**src/rtl/ps2_host_tx.sv**
```systemverilog
// ps2_host_tx: host-to-device PS/2 command transmitter.
// Runs the inhibit / request-to-send sequence and clocks one 11-bit frame out
// on device-generated clocks. It also watches for device timeouts.
// Build option: define PS2_TX_ACK_CHECK_EN to sample the device ACK bit and
// wait for line release before finishing. When it is undefined, ack_err is 0
// and the 11th falling edge ends the transfer.
module ps2_host_tx #(
    parameter int INHIBIT_CYC       = 6000,
    parameter int REQ_CYC           = 250,
    parameter int FIRST_TIMEOUT_CYC = 750000,
    parameter int BIT_TIMEOUT_CYC   = 100000,
    parameter int FILTER_LEN        = 8
) (
    input  logic       clk,
    input  logic       rst_n,
    input  logic       tx_start,
    input  logic [7:0] tx_data,
    input  logic       ps2_clk,
    input  logic       ps2_data,
    output logic       ps2_clk_oe,
    output logic       ps2_data_oe,
    output logic       busy,
    output logic       done,
    output logic       ack_err,
    output logic       timeout_err
);

    localparam int MAX_A = (INHIBIT_CYC > REQ_CYC) ? INHIBIT_CYC : REQ_CYC;
    localparam int MAX_B = (FIRST_TIMEOUT_CYC > BIT_TIMEOUT_CYC) ? FIRST_TIMEOUT_CYC : BIT_TIMEOUT_CYC;
    localparam int MAX_C = (MAX_A > MAX_B) ? MAX_A : MAX_B;
    localparam int CW    = $clog2(MAX_C + 1);
    localparam int FW    = $clog2(FILTER_LEN + 1);

    typedef enum logic [2:0] {
        S_IDLE,
        S_INHIBIT,
        S_REQ,
        S_SEND,
        S_ACK,
        S_RELEASE
    } state_t;

    // Index 0 is the clock line and index 1 is the data line.
    logic [1:0] pad_in;
    logic [1:0] filt;
    assign pad_in = {ps2_data, ps2_clk};

    generate
        for (genvar gi = 0; gi < 2; gi++) begin : g_cond
            logic          sync1_reg;
            logic          sync2_reg;
            logic          filt_reg;
            logic [FW-1:0] fcnt_reg;

            // Two-flop synchronizer, then a run-length filter.
            // The filter flips its level only after FILTER_LEN consecutive
            // samples disagree with it. Reset assumes the idle level, which
            // is high because of the pull-up.
            always_ff @(posedge clk) begin
                if (!rst_n) begin
                    sync1_reg <= 1'b1;
                    sync2_reg <= 1'b1;
                    filt_reg  <= 1'b1;
                    fcnt_reg  <= '0;
                end else begin
                    sync1_reg <= pad_in[gi];
                    sync2_reg <= sync1_reg;
                    if (sync2_reg == filt_reg) begin
                        fcnt_reg <= '0;
                    end else if (fcnt_reg == FW'(FILTER_LEN - 1)) begin
                        filt_reg <= sync2_reg;
                        fcnt_reg <= '0;
                    end else begin
                        fcnt_reg <= fcnt_reg + 1'b1;
                    end
                end
            end

            assign filt[gi] = filt_reg;
        end
    endgenerate

    logic fclk;
    logic fdata;
    logic fclk_d_reg;
    logic fclk_fall;
    assign fclk      = filt[0];
    assign fdata     = filt[1];
    assign fclk_fall = fclk_d_reg & ~fclk;

    // Delayed copy of the filtered clock, used for falling-edge detection.
    always_ff @(posedge clk) begin
        if (!rst_n) begin
            fclk_d_reg <= 1'b1;
        end else begin
            fclk_d_reg <= fclk;
        end
    end

    // Frame bit presented after falling edge number idx+1.
    // idx 0..7 selects the data bits, 8 selects odd parity, and 9 selects stop.
    function automatic logic frame_bit(input logic [3:0] idx, input logic [7:0] d);
        logic b;
        if (idx < 4'd8) begin
            b = d[idx[2:0]];
        end else if (idx == 4'd8) begin
            b = ~^d;
        end else begin
            b = 1'b1;
        end
        return b;
    endfunction

    state_t        state_reg;
    logic [CW-1:0] cnt_reg;
    logic [3:0]    bit_idx_reg;
    logic [7:0]    data_reg;
    logic          clk_oe_reg;
    logic          data_oe_reg;
    logic          busy_reg;
    logic          done_reg;
    logic          timeout_err_reg;
`ifdef PS2_TX_ACK_CHECK_EN
    logic          ack_err_reg;
`endif

    // Transfer sequencer. All outputs are registered here.
    // cnt_reg counts up through the inhibit and request phases. It counts
    // down as a watchdog while the device is clocking.
    always_ff @(posedge clk) begin
        if (!rst_n) begin
            state_reg       <= S_IDLE;
            cnt_reg         <= '0;
            bit_idx_reg     <= '0;
            data_reg        <= '0;
            clk_oe_reg      <= 1'b0;
            data_oe_reg     <= 1'b0;
            busy_reg        <= 1'b0;
            done_reg        <= 1'b0;
            timeout_err_reg <= 1'b0;
`ifdef PS2_TX_ACK_CHECK_EN
            ack_err_reg     <= 1'b0;
`endif
        end else begin
            done_reg <= 1'b0;
            case (state_reg)
                S_IDLE: begin
                    clk_oe_reg  <= 1'b0;
                    data_oe_reg <= 1'b0;
                    if (tx_start) begin
                        data_reg        <= tx_data;
                        timeout_err_reg <= 1'b0;
`ifdef PS2_TX_ACK_CHECK_EN
                        ack_err_reg     <= 1'b0;
`endif
                        busy_reg        <= 1'b1;
                        clk_oe_reg      <= 1'b1;
                        cnt_reg         <= '0;
                        state_reg       <= S_INHIBIT;
                    end
                end
                S_INHIBIT: begin
                    if (cnt_reg == CW'(INHIBIT_CYC - 1)) begin
                        cnt_reg     <= '0;
                        data_oe_reg <= 1'b1;
                        state_reg   <= S_REQ;
                    end else begin
                        cnt_reg <= cnt_reg + 1'b1;
                    end
                end
                S_REQ: begin
                    if (cnt_reg == CW'(REQ_CYC - 1)) begin
                        // Release the clock line. Data stays low as the start bit.
                        clk_oe_reg  <= 1'b0;
                        cnt_reg     <= CW'(FIRST_TIMEOUT_CYC);
                        bit_idx_reg <= '0;
                        state_reg   <= S_SEND;
                    end else begin
                        cnt_reg <= cnt_reg + 1'b1;
                    end
                end
                S_SEND: begin
                    // A falling edge takes priority over a watchdog expiry in the same cycle.
                    if (fclk_fall) begin
                        cnt_reg <= CW'(BIT_TIMEOUT_CYC);
                        if (bit_idx_reg == 4'd10) begin
`ifdef PS2_TX_ACK_CHECK_EN
                            state_reg <= S_ACK;
`else
                            data_oe_reg <= 1'b0;
                            done_reg    <= 1'b1;
                            busy_reg    <= 1'b0;
                            cnt_reg     <= '0;
                            state_reg   <= S_IDLE;
`endif
                        end else begin
                            data_oe_reg <= ~frame_bit(bit_idx_reg, data_reg);
                            bit_idx_reg <= bit_idx_reg + 1'b1;
                        end
                    end else if (cnt_reg <= CW'(1)) begin
                        clk_oe_reg      <= 1'b0;
                        data_oe_reg     <= 1'b0;
                        timeout_err_reg <= 1'b1;
                        done_reg        <= 1'b1;
                        busy_reg        <= 1'b0;
                        cnt_reg         <= '0;
                        state_reg       <= S_IDLE;
                    end else begin
                        cnt_reg <= cnt_reg - 1'b1;
                    end
                end
`ifdef PS2_TX_ACK_CHECK_EN
                S_ACK: begin
                    // The device should hold data low around the 11th clock.
                    ack_err_reg <= fdata;
                    data_oe_reg <= 1'b0;
                    cnt_reg     <= CW'(BIT_TIMEOUT_CYC);
                    state_reg   <= S_RELEASE;
                end
                S_RELEASE: begin
                    if (fclk && fdata) begin
                        done_reg  <= 1'b1;
                        busy_reg  <= 1'b0;
                        cnt_reg   <= '0;
                        state_reg <= S_IDLE;
                    end else if (cnt_reg <= CW'(1)) begin
                        clk_oe_reg      <= 1'b0;
                        data_oe_reg     <= 1'b0;
                        timeout_err_reg <= 1'b1;
                        done_reg        <= 1'b1;
                        busy_reg        <= 1'b0;
                        cnt_reg         <= '0;
                        state_reg       <= S_IDLE;
                    end else begin
                        cnt_reg <= cnt_reg - 1'b1;
                    end
                end
`endif
                default: begin
                    clk_oe_reg  <= 1'b0;
                    data_oe_reg <= 1'b0;
                    busy_reg    <= 1'b0;
                    state_reg   <= S_IDLE;
                end
            endcase
        end
    end

`ifdef PS2_TX_ACK_CHECK_EN
    assign ack_err = ack_err_reg;
`else
    // The data line is not observed when ACK checking is compiled out.
    logic unused_fdata;
    assign unused_fdata = fdata;
    assign ack_err      = 1'b0;
`endif

    assign ps2_clk_oe  = clk_oe_reg;
    assign ps2_data_oe = data_oe_reg;
    assign busy        = busy_reg;
    assign done        = done_reg;
    assign timeout_err = timeout_err_reg;

endmodule

```
**config.mk**
```make
export PLATFORM = sky130hd
export DESIGN_NAME = ps2_host_tx
export DESIGN_NICKNAME = d
export VERILOG_FILES = /design/src/rtl/ps2_host_tx.sv
export SDC_FILE = /design/constraint.sdc
export NUM_CORES = 1
export LEC_CHECK = 0
export ABC_AREA = 1
export BUFFER_PORTS_ARGS = -buffer_cell sky130_fd_sc_hd__buf_4
export CAP_MARGIN = 20
export CORE_UTILIZATION = 40
export DETAILED_ROUTE_END_ITERATION = 7
export PLACE_DENSITY_LB_ADDON = 0.1
export SKIP_CTS_REPAIR_TIMING = 1
export SYNTH_ARGS = -nofsm -noshare
export SYNTH_HDL_FRONTEND = slang
export SYNTH_SLANG_ARGS = --single-unit
```
**constraint.sdc**
```tcl
create_clock -name clk -period 2.13 [get_ports clk]
set_input_delay 0.1065 -clock clk [delete_from_list [all_inputs] [get_ports clk]]
set_output_delay 0.1065 -clock clk [all_outputs]
set_load 0.05 [all_outputs]
```
# Yosys cells after proc, flatten, opt, wreduce, memory -nomap -nowiden
# Cells that the tools add are included.
[op_classes]
n_addsub = 4
n_lt_le_gt_ge = 3
n_eq_ne = 18
muxes = 46
n_bitwise = 8
n_reduce_logical = 17
[ops]
columns = ["op", "n"]
rows = [
  ["$mux 20", 5],
  ["$pmux 20 s4", 1],
  ["$mux 1", 23],
  ["$add 20x1->20 const B", 1],
  ["$eq 20x13->1 const B", 1],
  ["$eq 20x8->1 const B", 1],
  ["$le 20x1->1 const B", 1],
  ["$sub 20x1->20 const B", 1],
  ["$mux 3", 6],
  ["$mux 17", 1],
  ["$reduce_and 4->1", 4],
  ["$ne 2x2->1 const B", 7],
  ["$mux 4", 3],
  ["$pmux 3 s4", 1],
  ["$add 4x1->4 const B", 2],
  ["$eq 4x4->1 const B", 2],
  ["$pmux 4 s2", 1],
  ["$reduce_and 2->1", 4],
  ["$reduce_xnor 8->1", 1],
  ["$not 1->1", 7],
  ["$eq 3x2->1 const B", 2],
  ["$ne 3x3->1 const B", 2],
  ["$pmux 1 s3", 2],
  ["$reduce_and 5->1", 1],
  ["other kinds (15)", 16],
]
[totals]
reg_bits = 48
output_inout_bits = 6

# Depth between registers and ports, before layout
[depth]
depth_word = 11
ltp_mapped = 13

# Worst setup path before layout
# No wires, ideal clock.
[synth_timing]
kind = "flip-flop to flip-flop"
start = "register bit_idx_reg[0]"
end = "register bit_idx_reg[2]"
setup_ps = 124
arrival_time_ps = 1522
t_required_ps = 2006
slack_ps = 484
stages_incl_launch_ff = 10
period_less_slack_ps = 1646
cell_sequence = "dfxtp_1 > clkbuf_1 > inv_1 > ha_1 > nand3_1 > nand2_2 > nand2_2 > nand2_2 > o21ai_2 > nor3b_2"
[synth_between]
elab_chain_len = 4
word_cells_on_any_way = 7
cone_classes = "add/sub: 1; eq/ne: 2; mux: 3; reduce/logical: 1"
[synth_lines]
columns = ["item", "line_no", "text"]
rows = [
  ["start, declared", "116", "logic [3:0] bit_idx_reg;"],
  ["start signal, assigned", "198", "bit_idx_reg <= bit_idx_reg + 1'b1;"],
  ["$add 4x1->4", "198", ""],
  ["$mux 4", "186", "if (bit_idx_reg == 4'd10) begin"],
  ["$mux 4", "184", "if (fclk_fall) begin"],
  ["$pmux 4 s2", "146", "case (state_reg)"],
]
# Several ways; a longest one is shown, not always the timed one. The select of a mux whose other input is x is not followed.
# A chain may end at the register's enable or synchronous reset.

# Worst setup path in the final report
[layout_timing]
start = "register cnt_reg[0]"
end = "register data_oe_reg (netlist: ps2_data_oe)"
[layout_between]
elab_chain_len = 3
word_cells_on_any_way = 5
cone_classes = "order compare: 1; eq/ne: 3; reduce/logical: 1"
[layout_lines]
columns = ["item", "line_no", "text"]
rows = [
  ["start, declared", "115", "logic [CW-1:0] cnt_reg;"],
  ["start signal, assigned", "168", "cnt_reg <= cnt_reg + 1'b1;"],
  ["start signal, assigned", "175", "cnt_reg <= CW'(FIRST_TIMEOUT_CYC);"],
  ["start signal, assigned", "179", "cnt_reg <= cnt_reg + 1'b1;"],
  ["$le 20x1->1 / $eq 20x13->1 (equally long branches)", "200, 163", ""],
  ["$ne 3x3->1 (no source line) / $ne 2x2->1 (equally long branches)", "--", ""],
  ["$reduce_and 3->1 (no source line) (*)", "--", ""],
  ["end signal, assigned", "197", "data_oe_reg <= ~frame_bit(bit_idx_reg, data_reg);"],
  ["end, declared", "119", "logic data_oe_reg;"],
]
# Every way passes the cells marked *; elsewhere a longest branch is shown, timed or not.

==> impl_metrics.ini <==
[critical_path]
cp-end-kind = flop
critPathKind = flop to flop
crit_required_ns = 2.37
crit_path_max_fanout = 11
critPathArrivalTime_ns = 2.14
cp-start-kind = flop

[drt]
vias = 3414
wl_um = 9160
drc_errors = 0
drt-pass1-iter-count = 4
drt_iter0_drc = 125
routedWlPerCell_um = 13.2
antenna_left = 0
viasPerCell = 4.91

[yosys]
synth_top_area_share_pct = 25.0
post-synth-top-area-cell = dfxtp_1
synth.net_count = 577
syn_inst = 552
synthTopCellsByArea = dfxtp_1 25%, nand2_1 14%, nand3_1 6.0%, nor2_1 6.0%, inv_1 5.6%
netlist_area_sq_mm = 0.00377
ys_warn_count = 0
synth-seq-cells = 47
synth_cell_type_count = 38
yosysSeqAreaShare_pct = 25.0
avgSynthCellArea_sq_um = 6.83

[timing]
finalHoldViolCount = 0
rsz0062_at_grt = no
setup-tns-final_ns = 0
slew_violations = 0
clock_skew_ns = 0.00937
fin_crit_sh_pct = 89.0
fmaxAchievable_mhz = 528
setup_viol = 0
fin_crit_ns = 1.90

[floorplanning]
core_area_sq_mm = 0.00920
io_pins = 19
die-height_um = 99.1
start_util_pct = 41.0
die_w_um = 99.1
die-area_sq_mm = 0.00982
num_rows = 35

[clocking]
root_buffer = clkbuf_8
clk-insertion-delay-late_ns = 0.30
cts_buffers = 5
clk_pin_slew_ns = 0.10
cts_tree = built
clock_sinks = 47
htree_levels = 2
clk_path_buf_depth = 2

[cells_and_area]
diodes = 0
layout_commonest_cell = nand2_1
layoutNonFillerInstCount = 696
fin_util_pct = 45.4
drive_gt1_share_pct = 22.9
nets = 609
final_cell_area_sq_mm = 0.00418
most-common-layout-cells = 142 x nand2_1, 60 x nor2_1, 56 x inv_1, 48 x buf_4, 47 x dfxtp_1
syn_to_final_growth_pct = 10.8
largest_reg_flops = 20

[placed_design]
place_inst = 687
place_area_sq_mm = 0.00408
place_hpwl_um = 7140
numPortBuffers = 16
finalWeightedCongestion = 0.851

[global_routing]
antenna_found_initial = 0
grt_max_degree = 21
gr-usage-all-layers_pct = 20.2
grt_pass1_vias = 3388
grt_first_pass_wirelength_um = 15900
grt_overflow = 0

[hold_path]
hp-class = primary input to flop

[power]
vdd_ir_drop_max_mv = 0.609
powerDensity_mw_per_mm2 = 911
leakage_nw = 1.86

[outcome]
status = completed

[job]
max-cap-violations = 0
[worst max-delay path, stage by stage (launching register included)]
cell and delay (ns):
dfxtp_1 0.40, ha_1 0.21, nand3_1 0.12, nor2_1 0.12, nand3_1 0.11, nand2_2 0.08
nand2_1 0.29, buf_4 0.27, nor2_4 0.08, o21ai_1 0.06, nor2_1 0.10
[synth_stat cells, drive strengths merged]
cell type,number
a211o,1
inv,59
xor2,24
clkbuf,5
dfxtp,47
nor2,78
nand4,5
ha,12
a21oi,30
o21ai,27
o211ai,3
conb,1
nand3,48
or2,2
buf,19
xnor2,9
nand3b,1
o41ai,1
nand2,168
nor3,7
a211oi,2
nor3b,3
[logic make-up (layout without fill, tap and decap cells)]
| family | Yosys count | count (layout) | synth area share, % |
|---|---|---|---|
| adders and majority gates | 12 | 12 | 3.98 |
| xor gates and xnor gates | 33 | 33 | 7.66 |
| and+or+nand+nor | 312 | 312 | 40.4 |
| buffers and inverters | 83 | 116 | 11.4 |
| other | 1 | 1 | 0.0994 |
| AOI/OAI and AO/OA | 64 | 64 | 11.5 |
| DFF | 47 | 47 | 25.0 |
[per-layer routing]
| metal | up-vias | part of all wire (%) | wire (um) | GRT usage [%] |
|---|---|---|---|---|
| met5 | - | 0 | 0 | 0 |
| met4 | 0 | 1.1 | 105 | 4.64 |
| li1 | 1795 | - | - | - |
| met1 | 1559 | 48 | 4360 | 25.8 |
| met3 | 11 | 2.7 | 250 | 2.81 |
| met2 | 49 | 48 | 4440 | 36.2 |
[per-stage QoR]
stage          total power [mW]  worst slack [ns]  hold WS [ns]
2_1_floorplan              2.71             0.484         0.213
3_3_place_gp               3.27             0.269         0.295
3_5_place_dp               3.29             0.237         0.298
4_1_cts                    3.85             0.199       -0.0262
5_1_grt                    4.13            0.0556        0.0630
6_report                   3.81             0.235        0.0505
[final cells by class]
| cell class | instances | area [sq um] |
|---|---|---|
| fill | 988 | 5020 |
| multi-input combinational | 422 | 2410 |
| sequential | 47 | 941 |
| timing repair buffer | 49 | 370 |
| inverter | 59 | 231 |
| tap | 111 | 139 |
| clock buffer | 6 | 72.6 |
| clock inverter | 2 | 12.5 |
[power breakdown]
| group | total, mW | leakage, nW | switching, mW | internal (mW) |
|---|---|---|---|---|
| registers | 1.09 | 0.383 | 0.0922 | 0.999 |
| clock network | 0.554 | 0.0412 | 0.323 | 0.230 |
| logic | 2.16 | 1.43 | 1.42 | 0.746 |
[path summary, 6_finish.rpt]
path / start / endpoint / slack, ns / depth (start not counted)
min reg2reg: g_cond[0].sync1_reg$_SDFF_PN1_ / g_cond[0].sync2_reg$_SDFF_PN1_ / 0.42 / 1
min: tx_data[6] / data_reg[6]$_SDFFE_PN0P_ / 0.05 / 3
max reg2reg: cnt_reg[0]$_SDFFE_PN0P_ / ps2_data_oe$_SDFFE_PN0P_ / 0.23 / 10
max: cnt_reg[0]$_SDFFE_PN0P_ / ps2_data_oe$_SDFFE_PN0P_ / 0.23 / 10
Note: power is estimated with default switching activity, not from simulation.
